<file path="src/rtl/tdm_demux_4ch.sv">
// Receive-side TDM demultiplexer. Tracks the slot of a single lane, rebuilds the
// parallel frame, and flags framing violations with automatic re-acquisition.
module tdm_demux_4ch #(
    parameter int DATA_W = 1,
    parameter int NUM_CH = 4,
    parameter int SEL_W  = 2,
    parameter int CNT_W  = 8
) (
    input  logic                     clk,
    input  logic                     rst_n,
    input  logic                     in_valid,
    input  logic                     in_sync,
    input  logic [DATA_W-1:0]        in_data,
    output logic [NUM_CH*DATA_W-1:0] out_data,
    output logic                     out_valid,
    output logic [SEL_W-1:0]         slot,
    output logic                     locked,
    output logic                     frame_err,
    output logic [CNT_W-1:0]         frame_cnt
);

    typedef enum logic {
        HUNT,
        RECV
    } state_t;

    localparam logic [SEL_W-1:0] LAST_SLOT = SEL_W'(NUM_CH - 1);

    state_t                         state_q, state_d;
    logic [SEL_W-1:0]               slot_q, slot_d;
    logic                           wr_en;
    logic [SEL_W-1:0]               wr_idx;
    logic                           complete;
    logic                           err;
    // The last channel goes straight from in_data into out_data, so only
    // channels 0..NUM_CH-2 need capture storage.
    logic [(NUM_CH-1)*DATA_W-1:0]   cap_q;
    logic [NUM_CH*DATA_W-1:0]       frame_next;

    // NOTE: every signal driven here gets a default first, so no path can leave
    // it unassigned and infer a latch.
    always_comb begin
        state_d  = state_q;
        slot_d   = slot_q;
        wr_en    = 1'b0;
        wr_idx   = slot_q;
        complete = 1'b0;
        err      = 1'b0;

        if (in_valid) begin
            unique case (state_q)
                HUNT: begin
                    if (in_sync) begin
                        wr_en   = 1'b1;
                        wr_idx  = '0;
                        slot_d  = SEL_W'(1);
                        state_d = RECV;
                    end
                end
                RECV: begin
                    if (in_sync) begin
                        // Sync anywhere but slot 0 abandons the partial frame
                        // and restarts with this beat as channel 0.
                        err    = (slot_q != '0);
                        wr_en  = 1'b1;
                        wr_idx = '0;
                        slot_d = SEL_W'(1);
                    end else if (slot_q == '0) begin
                        err     = 1'b1;
                        state_d = HUNT;
                        slot_d  = '0;
                    end else if (slot_q == LAST_SLOT) begin
                        complete = 1'b1;
                        slot_d   = '0;
                    end else begin
                        wr_en  = 1'b1;
                        slot_d = slot_q + SEL_W'(1);
                    end
                end
                default: begin
                    state_d = HUNT;
                    slot_d  = '0;
                end
            endcase
        end
    end

    assign frame_next = {in_data, cap_q};

    // NOTE: sequential state uses non-blocking assignments so every register
    // samples pre-edge values regardless of statement order.
    always_ff @(posedge clk or negedge rst_n) begin
        if (!rst_n) begin
            state_q   <= HUNT;
            slot_q    <= '0;
            cap_q     <= '0;
            out_data  <= '0;
            out_valid <= 1'b0;
            frame_err <= 1'b0;
            frame_cnt <= '0;
        end else begin
            state_q   <= state_d;
            slot_q    <= slot_d;
            out_valid <= complete;
            frame_err <= err;
            if (wr_en) begin
                cap_q[int'(wr_idx)*DATA_W +: DATA_W] <= in_data;
            end
            if (complete) begin
                out_data <= frame_next;
                if (frame_cnt != '1) begin
                    frame_cnt <= frame_cnt + CNT_W'(1);
                end
            end
        end
    end

    assign slot   = slot_q;
    assign locked = (state_q == RECV);

endmodule

</file>
<file path="config.mk">
export PLATFORM = sky130hd
export DESIGN_NAME = tdm_demux_4ch
export DESIGN_NICKNAME = d
export VERILOG_FILES = /design/src/rtl/tdm_demux_4ch.sv
export SDC_FILE = /design/constraint.sdc
export NUM_CORES = 1
export LEC_CHECK = 0
export BUFFER_PORTS_ARGS = -buffer_cell sky130_fd_sc_hd__buf_2
export CELL_PAD_IN_SITES_DETAIL_PLACEMENT = 0
export CELL_PAD_IN_SITES_GLOBAL_PLACEMENT = 1
export CORE_ASPECT_RATIO = 1.25
export CORE_MARGIN = 5
export CORE_UTILIZATION = 30
export CTS_CLUSTER_DIAMETER = 40
export DETAILED_ROUTE_END_ITERATION = 6
export PLACE_DENSITY = 0.62
export SLEW_MARGIN = 15
export SYNTH_ARGS = -nofsm -noshare
export SYNTH_HDL_FRONTEND = slang
export SYNTH_SLANG_ARGS = --single-unit
</file>
<file path="constraint.sdc">
create_clock -name clk -period 1.52 [get_ports clk]
set_clock_uncertainty 0.05 [all_clocks]
set_input_delay 0.304 -clock clk [delete_from_list [all_inputs] [get_ports clk]]
set_output_delay 0.304 -clock clk [all_outputs]
set_load 0.03 [all_outputs]
</file>
==> out/qor.txt, run 1 <==
Starting Density -> 0.308
setup violators final -> 0
Layout area overhead -> 35.6%
final hold vios -> 0
first-pass detailed-route iteration total -> 4
MaxCap Viol Count -> 0
final WL -> 2320 um
largest net degree at the start of global routing -> 21
num rows -> 24
core area -> 0.00345 mm2
DR DRC count -> 0
I/O pin count -> 22
post-route minimum period -> 1480 ps
final core utilization -> 0.418
Non-Filler Instances -> 168
post-DR vias/cell -> 5.02
slowest stage delay, CP -> 440 ps
Seq/Total Area, Yosys -> 0.470
routed len/inst -> 13.8 um
Worst Path Required -> 1620 ps
Arr. time, crit path -> 1580 ps
CP max FO -> 4
Hold Path Class -> in -> reg
CP startpoint -> slot[0]
crit start category -> flip-flop
initial antenna violation count -> 0
1st-iter DRT viols -> 44
CP max stage cell -> dfrtp_2
nature of the critical path endpoint -> flip-flop
area leader, netlist -> dfrtp_1
status -> complete, no violations
met1 GRT Util -> 0.117
number of vias in the routed layout -> 844
routing usage on met2 -> 0.174
R2R Path Start -> slot[0]
setup TNS -> 0 ps
fin. max-slew vios -> 0
most frequent cell after synthesis -> dfrtp_1
yosys warns -> 0
period utilisation layout -> 0.976
post-synthesis instance area -> 0.00106 mm2
Leak Pwr -> 0.712 nW
first-pass GRT wire length -> 4040 um
TritonCTS Buffers -> 3
RePlAce Congestion -> 0.774
EDFF count, synth -> 0
R2R Setup Slk -> 40 ps
syn nets -> 108
RSZ-0062 raised after global routing -> yes
Synth Instances -> 94
Post-synth ARST share -> 1.00
Synth top area share -> 0.470
hpwl dp -> 1740 um
Crit Path Category -> reg -> reg
synth cell count leaders -> 20 x dfrtp_1, 11 x mux2_2, 9 x ha_1, 7 x inv_1
crit-path cells -> inv_2 -> ha_4 -> a21o_4 -> nand3_2 -> mux2_4
clock sink count -> 20
global route hottest layer -> met2
H-tree depth -> 1
Worst Tran Pin Value -> 452 ps
HP Start -> in_data
Port Buf Inserts -> 21
Peak VDD IR -> 0.593 mV
Mapped Avg Cell Area -> 11.3 um2
Die ar. -> 0.00485 mm2
relative slew slack -> 0.698
chip width -> 63.3 um
register bit total from synthesis -> 20
fmax -> 674 MHz
number of global-route vias before repair -> 895
CTS tree -> yes
Clock transition at path regs -> 80 ps
Pwr per Cell Area -> 1640 mW/mm2
Die Ht -> 76.6 um
top cells by area, synth -> dfrtp_1 47%, mux2_2 12%, ha_1 11%
clock root cell -> clkbuf_8
Final ANT Viol Nets -> 0
clock latency on the worst-skew pair -> 260 ps
M3 GR Usage -> 0.0251
Antenna Cells -> 0
final instance area -> 0.00144 mm2
Synth cell types -> 29
clock tree buffer depth -> 2
share of layout cells above drive strength 1 -> 0.519
fillcell total -> 343
grt total ovfl -> 0
layout net count -> 144
Area after DPL -> 0.00132 mm2
top_reg_cell synth -> dfrtp_1
placed cell count -> 161
Total GRT Usage -> 0.103
## cells by family after synthesis
family / synth area share
AND/OR/NAND/NOR: 0.146
flip-flops: 0.470
AO/OA/AOI/OAI: 0.0975
multiplexers: 0.130
buffers and inverters: 0.0423
XOR/XNOR: 0.00823
adder cells (fa/ha/maj): 0.106
## path summary, 6_finish.rpt
kind                                end  cells after the start
max in group asynchronous       slot[1]                      2
setup / recovery               cap_q[1]                      5
hold reg to reg            frame_cnt[0]                      1
hold / removal              out_data[3]                      2
setup reg to reg               cap_q[1]                      5
min in group asynchronous      cap_q[2]                      2
## per-stage QoR
step | power, mW | worst slack (ps) | hold slack (ps)
3_3_place_gp | 1.78 | -15.3 | 234
3_5_place_dp | 1.81 | -26.9 | 234
2_1_floorplan | 1.48 | -33.9 | -41.6
5_1_grt | 2.53 | -19.7 | 268
4_1_cts | 2.36 | 8.86 | 260
6_report | 2.37 | 37.1 | 266
## registers in the layout (all words and copies together) (netlist names)
name,count
frame_cnt,8
out_data,4
cap_q,3
slot,2
frame_err,1
locked,1
out_valid,1
## critical path, delay by kind of cell (launching register included)
family | cells | cell delay [ps]
buf+inv | 1 | 90
compound gates | 1 | 230
flops | 1 | 440
fa+ha+maj | 1 | 210
simple gates | 1 | 80
mux | 1 | 290
## routing by layer
metal	up-vias	wire, um
li1	412	-
met1	409	1040
met2	19	1140
met3	4	96
met4	0	48
met5	-	0
## placed cells by master, fill, tap and decap left out, types with 2 or more instances in the layout
master and count:
buf_2 21, dfrtp_1 15, buf_4 10, mux2_2 8, nand2_1 6, ha_1 6
inv_1 5, dfrtp_2 5, nor2_1 4, nand3_2 4, mux2_4 4, nand4_1 3
nand3_1 3, a21oi_1 3, a31oi_1 3, o21ai_0 3, clkbuf_8 3, inv_2 2
ha_4 2
## what timing repair did
item | in CTS | in global routing
setup endpoints to repair | 1 | 8
gates resized for setup | 1 | 5
cloned | 0 | 1
setup buffers | 0 | 1
hold buffers | 1 | 0
pin swaps | 0 | 3
hold endpoints to repair | 20 | 0
## area by class of cell
cell class,instances,area (um2),area share
Sequential cell,20,507,0.351
Clock inverter,1,30.0,0.0208
Clock buffer,3,41.3,0.0286
Timing Repair Buffer,32,190,0.132
Multi-Input combinational cell,66,601,0.416
Tap cell,39,48.8,0.0338
Inverter,7,26.3,0.0182
## power by group
| group | switching (mW) | total [mW] | internal (mW) |
|---|---|---|---|
| clock | 0.180 | 0.531 | 0.352 |
| combinational | 0.583 | 1.03 | 0.451 |
| sequential | 0.130 | 0.808 | 0.678 |
| total | 0.894 | 2.37 | 1.48 |
Power figures use the tool's default switching activity.
==> run 2, diff against run 1 <==
Settings changed: ABC_AREA set to 1, PLACE_DENSITY 0.62 to 0.65.
==> run 2 against run 1 <==
Effect of this change: combinational power is 21% lower; synthesized cell count rose by 46%; routed wire length grew 1.3%; worst setup slack gained 83 ps; largest cell class unchanged.
==> out/qor.txt, run 2 <==
area of the multi-input gates -> 566 um2 (-5.8%)
Synth cell types -> 19 (-34%)
post-route minimum period -> 1400 ps (-83.2 ps)
Hold EP -> out_data[3]
CTS tree -> yes
CP max FO -> 4 (unchanged)
Die ar. -> 0.00501 mm2 (+3.4%)
Reg area -> 502 um2 (-0.99%)
hpwl dp -> 1790 um (+2.9%)
clock tree buffer depth -> 2 (unchanged)
worst r2r path cells -> 9 (+4)
setup violators final -> 0 (unchanged)
Area after DPL -> 0.00132 mm2 (-0.28%)
most frequent cells in the layout -> 56 x nand2_1, 21 x buf_2, 19 x dfrtp_1
final hold vios -> 0 (unchanged)
chip width -> 64.3 um (+1.7%)
CP max stage cell -> dfrtp_2
TritonCTS Buffers -> 3 (unchanged)
Leak Pwr -> 0.775 nW (+8.9%)
DR DRC count -> 0 (unchanged)
period utilisation layout -> 0.921 (-0.0547)
EDFF count, synth -> 0 (unchanged)
final core utilization -> 0.397 (-0.0216)
Fin Hold WS -> 255 ps (-11.4 ps)
Starting Density -> 0.313 (+0.00417)
initial antenna violation count -> 0 (unchanged)
cell family with most CP delay -> simple AND/OR/NAND/NOR gates
placed cell count -> 204 (+27%)
Post-synth ARST share -> 1.00 (unchanged)
relative slew slack -> 0.680 (-0.0185)
Final ANT Viol Nets -> 0 (unchanged)
critical path depth -> 9 (+4)
final WL -> 2350 um (+1.3%)
num rows -> 24 (unchanged)
clock sink count -> 20 (unchanged)
Clock transition at path regs -> 80 ps (about the same)
crit start category -> flip-flop
status -> complete, no violations
post-synthesis instance area -> 0.00111 mm2 (+4.0%)
Die Ht -> 77.9 um (+1.7%)
commonest non-fill, non-tap cell in the layout -> nand2_1
top_reg_cell synth -> dfrtp_1
register with the most flip-flops -> frame_cnt
core area -> 0.00354 mm2 (+2.6%)
Synth Instances -> 137 (+46%)
Crit Path Category -> reg -> reg
final instance area -> 0.00141 mm2 (-2.7%)
top cells by area, synth -> dfrtp_1 45%, nand2_1 19%, ha_1 10%
Peak VDD IR -> 0.560 mV (-5.5%)
reg2reg end -> cap_q[1]
Total GRT Usage -> 0.102 (-0.000837)
syn nets -> 151 (+40%)
area leader, netlist -> dfrtp_1
MaxCap Viol Count -> 0 (unchanged)
share of layout cells above drive strength 1 -> 0.292 (-0.227)
Worst Tran Pin Value -> 480 ps (+27.7 ps)
Pwr per Cell Area -> 1370 mW/mm2 (-16%)
1st-iter DRT viols -> 44 (unchanged)
largest net degree at the start of global routing -> 21 (unchanged)
yosys warns -> 0 (unchanged)
number of global-route vias before repair -> 938 (+4.8%)
Synth top area share -> 0.452 (-0.0181)
Antenna Cells -> 0 (unchanged)
Worst Path Required -> 1670 ps (+50 ps)
Layout area overhead -> 26.9%
crit-path cells -> inv_1 -> nor2_2 -> inv_2 -> ha_1 -> nor2_2 -> nand3_1 -> nor2_1 -> nand3_1 -> nand2_1
first-pass GRT wire length -> 4130 um (+2.2%)
nature of the critical path endpoint -> flip-flop
pre-CTS worst setup slack -> -83.0 ps (-56.0 ps)
register bit total from synthesis -> 20 (unchanged)
number of flip-flops in the largest register -> 8 (unchanged)
I/O pin count -> 22 (unchanged)
HP Start -> in_data
worst path bufs/invs -> 2 (+1)
Mapped Avg Cell Area -> 8.08 um2 (-29%)
fin. max-slew vios -> 0 (unchanged)
cell depth of the worst hold path -> 3 (+1)
Port Buf Inserts -> 21 (unchanged)
fillcell total -> 389 (+13%)
fmax -> 714 MHz (+5.9%)
R2R Path Start -> slot[1]
number of vias in the routed layout -> 953 (+13%)
routed len/inst -> 11.2 um (-19%)
Arr. time, crit path -> 1550 ps (-30 ps)
synth cell count leaders -> 57 x nand2_1, 20 x dfrtp_1, 12 x inv_1, 9 x ha_1, 8 x nor2_1
H-tree depth -> 1 (unchanged)
layout net count -> 186 (+29%)
first-pass detailed-route iteration total -> 4 (unchanged)
RePlAce Congestion -> 0.831 (+7.4%)
biggest regs -> frame_cnt (8), out_data (4), cap_q (3)
most frequent cell after synthesis -> nand2_1
slowest stage delay, CP -> 370 ps (-70 ps)
Seq/Total Area, Yosys -> 0.452 (-0.0181)
Hold Path Class -> in -> reg
Non-Filler Instances -> 210 (+25%)
R2R Setup Slk -> 120 ps (+80 ps)
PnR worst setup slack -> 120 ps (+83.2 ps)
clock root cell -> clkbuf_8
clock latency on the worst-skew pair -> 260 ps (about the same)
post-DR vias/cell -> 4.54 (-9.7%)
grt total ovfl -> 0 (unchanged)
run 2: cell types whose count changed after synthesis, moves of 2 or more:
cell / previous run / this run
nand2_1: 6 / 57
mux2_2: 11 / 0
inv_1: 7 / 12
nand2_2: 0 / 4
nor2_1: 4 / 8
a21oi_1: 3 / 0
a31oi_1: 3 / 0
o21ai_1: 0 / 3
inv_2: 0 / 2
nor2_2: 0 / 2
o21ai_0: 4 / 2
run 2: area by class of cell:
type | instances | area share
clock buffer | 4 | 0.0392
inverter | 15 | 0.0419
multi-input combinational | 102 | 0.402
sequential | 20 | 0.357
tap | 39 | 0.0347
timing repair buffer | 30 | 0.125
run 2: where the power goes:
group	internal (mW)	switching, mW
combinational	0.291	0.518
sequential	0.637	0.0733
clock	0.230	0.181
run 2: kinds of logic after synthesis:
logic type	Yosys count	share of synthesized area
DFF	20	0.452
AOI/OAI and AO/OA	6	0.0294
xor gates and xnor gates	3	0.0237
buffers and inverters	15	0.0531
and+or+nand+nor	84	0.340
adders and majority gates	9	0.102
run 2: worst max-delay path by stage:
stage	start	endpoint
final	slot[1]	cap_q[1]
after global routing	slot[1]	cap_q[1]
after CTS	slot[1]	cap_q[0]
after detailed placement	in_valid	cap_q[0]
after global placement	in_valid	cap_q[0]
after floorplan	slot[0]	cap_q[0]
run 2: tightest hold or removal path: cells and delay by family:
family	cells	cell delay, ps
buf+inv	1	110
simple gates	2	120
run 2: metrics by stage:
step,setup TNS [ps],power (mW)
final,0,1.93
after global routing,-15.9,2.08
after CTS,0,1.90
after detailed placement,-156,1.48
after global placement,-24.5,1.47
after floorplan,0,1.23
run 2: per-layer routing:
metal	up-vias	share of wire	global-route usage
li1	496	-	-
met4	0	0.0085	0.0317
met3	2	0.037	0.0202
met1	441	0.44	0.118
met5	-	0	0
met2	14	0.51	0.186
run 2: repair_timing:
item / CTS / global route
hold buffers: 1 / 0
buffers inserted: 0 / 1
hold endpoints to repair: 20 / 0
gates resized for setup: 0 / 4
setup endpoints to repair: 0 / 3
==> run 3, diff against run 2 <==
Settings changed: BUFFER_PORTS_ARGS -buffer_cell sky130_fd_sc_hd__buf_2 to unset, CORE_UTILIZATION 30 to 40, DONT_BUFFER_PORTS set to 1, PLACE_DENSITY 0.65 to 0.73.
==> run 3 against run 2 <==
Effect of this change: worst hold slack worse by 180 ps; clock power fell by 24%; largest power group is now registers; largest cell class unchanged; register-to-register slack lost 20 ps; critical endpoint is now frame_cnt[7]; die area is 22% lower; cell count fell by 10%; core utilization grew 8.8 points.
==> out/qor.txt, run 3 (synthesis results as in run 2) <==
status -> complete, no violations
Hold Path Class -> in -> reg
Reg area -> 502 um2 (unchanged)
number of flip-flops in the largest register -> 8 (unchanged)
setup violators final -> 0 (unchanged)
clock latency on the worst-skew pair -> 300 ps (+40 ps)
period utilisation layout -> 0.937 (+0.0163)
biggest regs -> frame_cnt (8), out_data (4), cap_q (3)
TritonCTS Buffers -> 3 (unchanged)
CP max FO -> 9 (+5)
clock root cell -> clkbuf_4
Die Ht -> 68.8 um (-12%)
Clock transition at path regs -> 120 ps (+40 ps)
first-pass GRT wire length -> 4020 um (-2.9%)
nature of the critical path endpoint -> flip-flop
fmax -> 702 MHz (-1.7%)
area of the multi-input gates -> 558 um2 (-1.3%)
global route hottest layer -> met2
Arr. time, crit path -> 1570 ps (+20 ps)
Antenna Cells -> 0 (unchanged)
number of vias in the routed layout -> 915 (-4.0%)
core area -> 0.00268 mm2 (-24%)
placed cell count -> 182 (-11%)
commonest non-fill, non-tap cell in the layout -> nand2_1
register with the most flip-flops -> frame_cnt
Layout area overhead -> 17.2%
Worst Tran Pin Value -> 937 ps (+457 ps)
clock sink count -> 20 (unchanged)
fin. max-slew vios -> 0 (unchanged)
Pwr per Cell Area -> 1350 mW/mm2 (-2.1%)
layout net count -> 169 (-9.1%)
MaxCap Viol Count -> 0 (unchanged)
post-DR vias/cell -> 4.87 (+7.2%)
Peak VDD IR -> 0.803 mV (+43%)
most frequent cells in the layout -> 56 x nand2_1, 19 x dfrtp_1, 12 x buf_4
fillcell total -> 284 (-27%)
Port Buf Inserts -> 0 (-100%)
first-pass detailed-route iteration total -> 4 (unchanged)
routing usage on met2 -> 0.254 (+0.0683)
H-tree depth -> 1 (unchanged)
final core utilization -> 0.484 (+0.0876)
chip width -> 57.1 um (-11%)
routed len/inst -> 12.0 um (+7.3%)
crit start category -> flip-flop
largest net degree at the start of global routing -> 21 (unchanged)
relative slew slack -> 0.373 (-0.307)
grt total ovfl -> 0 (unchanged)
CTS tree -> yes
Fin Hold WS -> 74.1 ps (-181 ps)
post-route minimum period -> 1420 ps (+24.8 ps)
Starting Density -> 0.413 (+0.101)
clock tree buffer depth -> 2 (unchanged)
final hold vios -> 0 (unchanged)
Non-Filler Instances -> 188 (-10%)
met1 GRT Util -> 0.137 (+0.0190)
1st-iter DRT viols -> 27 (-39%)
I/O pin count -> 22 (unchanged)
number of global-route vias before repair -> 924 (-1.5%)
final WL -> 2260 um (-4.0%)
num rows -> 21 (-13%)
DR DRC count -> 0 (unchanged)
M3 GR Usage -> 0.0261 (+0.00584)
Die ar. -> 0.00393 mm2 (-22%)
Total GRT Usage -> 0.132 (+0.0298)
Tot Pwr -> 1.75 mW (-9.6%)
RePlAce Congestion -> 0.843 (+1.5%)
initial antenna violation count -> 0 (unchanged)
share of layout cells above drive strength 1 -> 0.221 (-0.0716)
Final ANT Viol Nets -> 0 (unchanged)
Worst Path Required -> 1670 ps (about the same)
Crit Path Category -> reg -> reg
hpwl dp -> 1760 um (-1.5%)
Leak Pwr -> 0.687 nW (-11%)
==> run 3: worst paths after layout <==
path | to | startpoint | slack [ps] | cells after the start
max | frame_cnt[7] | slot[1] | 100 | 8
min | out_data[3] | in_data | 70 | 2
max reg2reg | frame_cnt[7] | slot[1] | 100 | 8
min reg2reg | cap_q[1] | cap_q[1] | 450 | 2
max in group asynchronous | slot[1] | rst_n | 260 | 1
min in group asynchronous | frame_cnt[1] | rst_n | 530 | 1
==> run 3: power breakdown <==
part           internal (mW)  switching [mW]
clock network          0.146           0.165
logic                  0.234           0.420
registers              0.636           0.144
total                   1.02           0.729
==> run 3: what timing repair did <==
action,CTS,global route
setup endpoints to repair,1,7
hold buffers,1,0
gates resized for setup,0,5
endpoints found under the hold margin,20,0
cloned,0,0
setup buffers,1,0
pin swaps,0,3
==> run 3: worst max-delay path, cell delays in order, from the launching register on <==
cell and delay [ps]:
dfrtp_2 430, buf_4 140, ha_1 210, nand2_2 130, nor2_8 60, nand2_4 130
inv_4 60, nand2_1 60, nand2_1 50
==> run 3: area by class of cell <==
type                            instances  area share
Timing Repair Buffer                   13      0.0771
Tap cell                               34      0.0328
Multi-Input combinational cell        102       0.430
Inverter                               15      0.0453
Clock buffer                            4      0.0280
Sequential cell                        20       0.387
==> run 3: through the flow <==
step | instance area, um2 | setup slack (ps) | TNS [ps]
5_1_grt | 1300 | -2.09 | -4.09
6_report | 1300 | 95.6 | 0
3_5_place_dp | 1230 | -12.6 | -12.6
3_3_place_gp | 1230 | 62.2 | 0
4_1_cts | 1290 | 27.4 | 0
2_1_floorplan | 1110 | 40.3 | 0
==> run 3: metal layers <==
metal | vias up | wire, um
met2 | 14 | 1210
met4 | 0 | 14
li1 | 463 | -
met5 | - | 0
met1 | 436 | 925
met3 | 2 | 108
